File: config.mk
export PLATFORM = sky130hd
export DESIGN_NAME = rpn_seq
export DESIGN_NICKNAME = d
export VERILOG_FILES = /design/src/rtl/rpn_pkg.sv /design/src/rtl/rpn_alu.sv /design/src/rtl/rpn_seq.sv
export SDC_FILE = /design/constraint.sdc
export NUM_CORES = 1
export LEC_CHECK = 0
export CORE_UTILIZATION = 50
export DETAILED_ROUTE_END_ITERATION = 10
export DONT_BUFFER_PORTS = 1
export PLACE_DENSITY = 0.73
export RECOVER_POWER = 100
export SKIP_LAST_GASP = 1
export SLEW_MARGIN = 0
export SYNTH_ARGS = -nofsm -noshare
export SYNTH_HDL_FRONTEND = slang
export SYNTH_SLANG_ARGS = --single-unit
File: constraint.sdc
create_clock -name clk -period 2.1 [get_ports clk]
set_input_delay 0.315 -clock clk [delete_from_list [all_inputs] [get_ports clk]]
set_output_delay 0.315 -clock clk [all_outputs]
set_load 0.02 [all_outputs]
File: src/rtl/rpn_pkg.sv
`default_nettype none
// +----------------------------------------------------------------------+
// | Module   : rpn_pkg                                                   |
// | Purpose  : Shared opcode and FSM state encodings for the RPN         |
// |            token sequencer.                                          |
// | Revision : 1.0  initial release                                      |
// +----------------------------------------------------------------------+
package rpn_pkg;

    localparam int OP_BITS    = 2;
    localparam int STATE_BITS = 3;

    typedef enum logic [OP_BITS-1:0] {
        OP_ADD = 2'b00,
        OP_SUB = 2'b01,
        OP_AND = 2'b10,
        OP_XOR = 2'b11
    } opcode_t;

    typedef logic [STATE_BITS-1:0] state_t;

    localparam state_t ST_IDLE     = 3'd0;
    localparam state_t ST_PUSH     = 3'd1;
    localparam state_t ST_POP_B    = 3'd2;
    localparam state_t ST_WAIT_B   = 3'd3;
    localparam state_t ST_POP_A    = 3'd4;
    localparam state_t ST_WAIT_A   = 3'd5;
    localparam state_t ST_EXEC     = 3'd6;
    localparam state_t ST_PUSH_RES = 3'd7;

endpackage : rpn_pkg
`default_nettype wire

File: src/rtl/rpn_alu.sv
`default_nettype none
// +----------------------------------------------------------------------+
// | Module   : rpn_alu                                                   |
// | Purpose  : Combinational ALU for the RPN sequencer (y = a op b).     |
// |            RPN_SAT_EN makes ADD/SUB saturate instead of wrapping.    |
// | Revision : 1.0  initial release                                      |
// +----------------------------------------------------------------------+
module rpn_alu
    import rpn_pkg::*;
#(
    parameter int WORD_BITS = 4
) (
    input  logic [WORD_BITS-1:0] a,
    input  logic [WORD_BITS-1:0] b,
    input  opcode_t              op,
    output logic [WORD_BITS-1:0] y
);

`ifdef RPN_SAT_EN
    // Extra MSB carries the carry/borrow used to pick the saturation value
    logic [WORD_BITS:0] w_sum;
    logic [WORD_BITS:0] w_diff;

    assign w_sum  = {1'b0, a} + {1'b0, b};
    assign w_diff = {1'b0, a} - {1'b0, b};

    always_comb begin
        y = '0;
        unique case (op)
            OP_ADD: y = w_sum[WORD_BITS]  ? {WORD_BITS{1'b1}} : w_sum[WORD_BITS-1:0];
            OP_SUB: y = w_diff[WORD_BITS] ? {WORD_BITS{1'b0}} : w_diff[WORD_BITS-1:0];
            OP_AND: y = a & b;
            OP_XOR: y = a ^ b;
            default: y = '0;
        endcase
    end
`else
    logic [WORD_BITS-1:0] w_sum;
    logic [WORD_BITS-1:0] w_diff;

    assign w_sum  = a + b;
    assign w_diff = a - b;

    always_comb begin
        y = '0;
        unique case (op)
            OP_ADD: y = w_sum;
            OP_SUB: y = w_diff;
            OP_AND: y = a & b;
            OP_XOR: y = a ^ b;
            default: y = '0;
        endcase
    end
`endif

endmodule : rpn_alu
`default_nettype wire

File: src/rtl/rpn_seq.sv
`default_nettype none
// +----------------------------------------------------------------------+
// | Module   : rpn_seq                                                   |
// | Purpose  : RPN token sequencer driving an external LIFO stack;       |
// |            tracks occupancy and rejects over/underflowing tokens.    |
// |            Optional macro RPN_SAT_EN: saturating ADD/SUB.            |
// | Revision : 1.0  initial release                                      |
// +----------------------------------------------------------------------+
module rpn_seq
    import rpn_pkg::*;
#(
    parameter int WORD_BITS = 4,
    parameter int ADRS_BITS = 2
) (
    input  logic                 clk,
    input  logic                 rst_n,
    input  logic                 tok_valid,
    output logic                 tok_ready,
    input  logic                 tok_is_op,
    input  logic [WORD_BITS-1:0] tok_data,
    output logic                 stk_push,
    output logic                 stk_pop,
    output logic [WORD_BITS-1:0] stk_push_data,
    input  logic [WORD_BITS-1:0] stk_pop_data,
    output logic [WORD_BITS-1:0] result,
    output logic                 result_valid,
    output logic                 err_ovf,
    output logic                 err_unf,
    output logic [ADRS_BITS:0]   count
);

    localparam int DEPTH = 2 ** ADRS_BITS;

    localparam logic [ADRS_BITS:0] c_DEPTH = (ADRS_BITS + 1)'(DEPTH);
    localparam logic [ADRS_BITS:0] c_TWO   = (ADRS_BITS + 1)'(2);

    state_t               r_state;
    state_t               w_next;
    logic [ADRS_BITS:0]   r_count;
    logic [WORD_BITS-1:0] r_opnd;
    logic [WORD_BITS-1:0] r_a;
    logic [WORD_BITS-1:0] r_b;
    logic [WORD_BITS-1:0] r_result;
    opcode_t              r_op;
    logic                 r_err_ovf;
    logic                 r_err_unf;

    logic                 w_accept;
    logic                 w_full;
    logic                 w_few;
    logic [WORD_BITS-1:0] w_alu_y;

    assign tok_ready = (r_state == ST_IDLE);
    assign w_accept  = tok_valid & tok_ready;
    assign w_full    = (r_count == c_DEPTH);
    assign w_few     = (r_count < c_TWO);

    rpn_alu #(
        .WORD_BITS (WORD_BITS)
    ) u_alu (
        .a  (r_a),
        .b  (r_b),
        .op (r_op),
        .y  (w_alu_y)
    );

    // Rejected tokens leave the FSM in IDLE so no stack request is ever issued
    always_comb begin
        w_next = r_state;
        case (r_state)
            ST_IDLE: begin
                if (w_accept) begin
                    if (tok_is_op) begin
                        if (!w_few) w_next = ST_POP_B;
                    end else begin
                        if (!w_full) w_next = ST_PUSH;
                    end
                end
            end
            ST_PUSH:     w_next = ST_IDLE;
            ST_POP_B:    w_next = ST_WAIT_B;
            ST_WAIT_B:   w_next = ST_POP_A;
            ST_POP_A:    w_next = ST_WAIT_A;
            ST_WAIT_A:   w_next = ST_EXEC;
            ST_EXEC:     w_next = ST_PUSH_RES;
            ST_PUSH_RES: w_next = ST_IDLE;
            default:     w_next = ST_IDLE;
        endcase
    end

    always_ff @(posedge clk or negedge rst_n) begin
        if (!rst_n) begin
            r_state   <= ST_IDLE;
            r_count   <= '0;
            r_opnd    <= '0;
            r_a       <= '0;
            r_b       <= '0;
            r_result  <= '0;
            r_op      <= OP_ADD;
            r_err_ovf <= 1'b0;
            r_err_unf <= 1'b0;
        end else begin
            r_state   <= w_next;
            r_err_ovf <= w_accept & ~tok_is_op & w_full;
            r_err_unf <= w_accept &  tok_is_op & w_few;

            if (w_accept && !tok_is_op) r_opnd <= tok_data;
            if (w_accept &&  tok_is_op) r_op   <= opcode_t'(tok_data[OP_BITS-1:0]);

            // Popped word arrives one cycle after the pop strobe
            if (r_state == ST_WAIT_B) r_b      <= stk_pop_data;
            if (r_state == ST_WAIT_A) r_a      <= stk_pop_data;
            if (r_state == ST_EXEC)   r_result <= w_alu_y;

            // Count mirrors the real stack occupancy strobe by strobe
            case (r_state)
                ST_PUSH, ST_PUSH_RES: r_count <= r_count + 1'b1;
                ST_POP_B, ST_POP_A:   r_count <= r_count - 1'b1;
                default:              r_count <= r_count;
            endcase
        end
    end

    assign stk_push      = (r_state == ST_PUSH) || (r_state == ST_PUSH_RES);
    assign stk_pop       = (r_state == ST_POP_B) || (r_state == ST_POP_A);
    assign stk_push_data = (r_state == ST_PUSH_RES) ? r_result : r_opnd;
    assign result        = r_result;
    assign result_valid  = (r_state == ST_PUSH_RES);
    assign err_ovf       = r_err_ovf;
    assign err_unf       = r_err_unf;
    assign count         = r_count;

endmodule : rpn_seq
`default_nettype wire
==> flow_summary.json <==
{
  "status": "finished, violations left",
  "violations": "design-rule violations",
  "vias": 930,
  "period_minus_slack_ns": 1.996,
  "fin_worst_skew_ns": 0.005041,
  "setup_viol": 0,
  "setup_tns_ns": 0,
  "rows": 19,
  "tightest_slew_ns": 1.361,
  "fin_hold_ws_ns": 0.03868,
  "clock-sinks": 26,
  "async_flop_share_pct": 100.0,
  "max_cap_violations": 0,
  "drc": 3,
  "drt_first_pass_iters": 7,
  "p_total_uw": 2953,
  "gp_congestion": 0.7987,
  "synthFlopType": "dfrtp_1",
  "maxSlewViolCount": 0,
  "yosysWarnings": 0,
  "num_io_pins": 29,
  "die_h_um": 57.26,
  "synthDominantCellAreaShare_pct": 42.62,
  "rsz0062_at_grt": "false",
  "cts_made_buffers": 3,
  "dp_hpwl_mm": 2.044,
  "path_cells": "nor2b_1 -> mux2i_1 -> ha_1 -> nor2b_1 -> o21ai_0 -> nor4b_2 -> mux2i_1 -> nand2_1",
  "wl_mm": 2.665,
  "via_per_inst": 5.471,
  "period_share_pct": 95.06,
  "nFillCells": 262,
  "path_buf_inv": 0,
  "layoutNonFillerInstCount": 170,
  "core_region_area_sq_mm": 0.002829,
  "start_util_pct": 53.96,
  "drt_iter0_markers": 17,
  "clk_latency_ns": 0.33,
  "syn_inst": 130,
  "grt_pass1_vias": 961,
  "track_usage_pct": 18.06,
  "crit_path_end_kind": "flip-flop",
  "grt_pass1_wl_mm": 4.478,
  "dp_cells": 162,
  "pwr_density_cell_mw_per_mm2": 1876,
  "syn_avg_cell_area_sq_um": 11.74,
  "gr-total-overflow": 0,
  "peakVddDrop_mv": 0.7651,
  "cp_data_arrival_time_ns": 2.28,
  "htree_levels": 1,
  "critPathMaxFanout": 3,
  "clockBufferDepth": 2,
  "grt_max_degree": 27,
  "synth_area_sq_mm": 0.001526,
  "synth_area_leader_cell": "dfrtp_1",
  "required_ns": 2.38,
  "report.final.hold_viol_count": 0,
  "clockRootBuffer": "clkbuf_4",
  "diodes": 0,
  "max_stage_delay_ns": 0.40,
  "antenna_found_initial": 0,
  "die_x_um": 57.26,
  "worst_setup_path_start_kind": "flip-flop",
  "critPathSlowestCell": "dfrtp_1",
  "fmax_ghz": 0.5009,
  "synth.distinct_cells": 34,
  "ant_nets": 0,
  "crit_family": "simple AND/OR/NAND/NOR gates",
  "ys_seq_elements": 26,
  "drive_gt1_share_pct": 19.42,
  "final_nets": 162,
  "crit_type": "flip-flop to flip-flop",
  "detail_route.wl_per_cell_um": 15.68,
  "die_area_sq_mm": 0.003278,
  "ys_seq_area_share_pct": 42.62,
  "hp-class": "input pin to flip-flop",
  "io_buffer_count": 0,
  "ys_top_cells_by_area": "dfrtp_1 43%, mux2_2 12%, ha_1 6.6%, mux2_4 3.9%, mux2i_1 3.3%",
  "slew_headroom_pct": 9.261,
  "p_leak_uw": 0.0007034,
  "synth_edf_count": 0,
  "tritoncts": "yes",
  "path_clk_slew_ns": 0.14,
  "synthToLayoutAreaGrowth_pct": 3.115,
  "synth_fp_nets": 152
}
==> cell usage after synthesis, drive strengths merged (4+ instances only) <==
cell type / number
buf: 6
dfrtp: 26
ha: 8
inv: 6
mux2: 20
mux2i: 5
nand2: 10
nor2: 7
nor2b: 4
o21ai: 7
xnor2: 6
==> metrics by stage <==
stage                     setup slack, ns  util [%]  area [sq um]
final                              0.1037     55.64          1574
after global routing              0.01081     55.64          1574
after CTS                         0.05974     57.72          1633
after detailed placement          0.08721     55.37          1567
after global placement             0.1997     55.37          1567
after floorplan                    0.1335         -          1526
==> state kept, by name, indices dropped and copies added (netlist names) <==
signal   flops
err_unf      1
r_a          4
r_b          4
count        3
r_op         2
r_opnd       4
r_state      3
err_ovf      1
result       4
==> layout make-up <==
type	count	area [sq um]	share of cell area, %
Sequential cell	26	650.6	41.34
Inverter	6	22.52	1.431
Tap cell	31	38.79	2.464
Timing Repair Buffer	11	70.07	4.452
Multi-Input combinational cell	92	755.7	48.01
Clock buffer	4	36.28	2.305
==> where the power goes <==
group	switching, uW	internal, uW
clock	149	106
combinational	839	786
sequential	328	744
total	1320	1640
==> metal layers <==
layer	part of all wire, %	global-route usage, %	wire length [um]
met5	0	0	0
met4	1.5	6.272	39
met3	5.4	4.989	145
met2	48	30.42	1285
met1	45	22.40	1194
==> worst paths after layout <==
kind,startpoint,end,slack [ns],cells after the start
max,r_op[1],result[3],0.10,8
max reg2reg,r_op[1],result[3],0.10,8
min,tok_is_op,err_ovf,0.04,1
min in group asynchronous,rst_n,result[0],0.82,2
max in group asynchronous,rst_n,r_b[3],0.49,2
min reg2reg,r_opnd[0],r_opnd[0],0.52,1
==> timing repair <==
| action | in CTS | in global routing |
|---|---|---|
| setup buffers | 0 | 2 |
| endpoints found under the hold margin | 26 | 0 |
| hold buffers | 2 | 0 |
| resized for setup | 0 | 1 |
| endpoints found under the setup margin | 0 | 1 |
==> cells by family (layout without fill, tap and decap cells) <==
logic type	after synthesis	in the layout	synth area share, %
buffers and inverters	12	21	4.836
and+or+nand+nor	35	35	13.28
muxes	25	25	19.02
xor gates and xnor gates	8	8	5.820
AOI/OAI and AO/OA	14	14	5.245
adders and majority gates	10	10	9.181
DFF	26	26	42.62
==> worst register-to-register path, stage by stage (launching register included) <==
cell and delay, ns:
dfrtp_1 0.40, nor2b_1 0.24, mux2i_1 0.29, ha_1 0.27, nor2b_1 0.12, o21ai_0 0.21, nor4b_2 0.25, mux2i_1 0.10
nand2_1 0.06
==> layout by cell type (no fill, tap or decap), types with 2 or more instances in the layout <==
| master | netlist | layout |
|---|---|---|
| nor2_1 | 6 | 7 |
| and2_0 | 0 | 2 |
| nand3_1 | 2 | 2 |
| nor2b_1 | 4 | 4 |
| clkbuf_1 | 0 | 4 |
| xnor2_1 | 5 | 6 |
| a21oi_1 | 3 | 3 |
| clkbuf_4 | 0 | 4 |
| xor2_1 | 2 | 2 |
| inv_1 | 6 | 6 |
| mux2i_1 | 5 | 5 |
| a211oi_1 | 2 | 2 |
| mux2_1 | 0 | 6 |
| fa_1 | 2 | 2 |
| buf_4 | 1 | 5 |
| mux2_2 | 16 | 14 |
| ha_1 | 8 | 8 |
| nor3_1 | 2 | 3 |
| dfrtp_1 | 26 | 26 |
| o21ai_0 | 6 | 7 |
| nand2_1 | 9 | 9 |
Note: power is estimated with default switching activity, not from simulation.
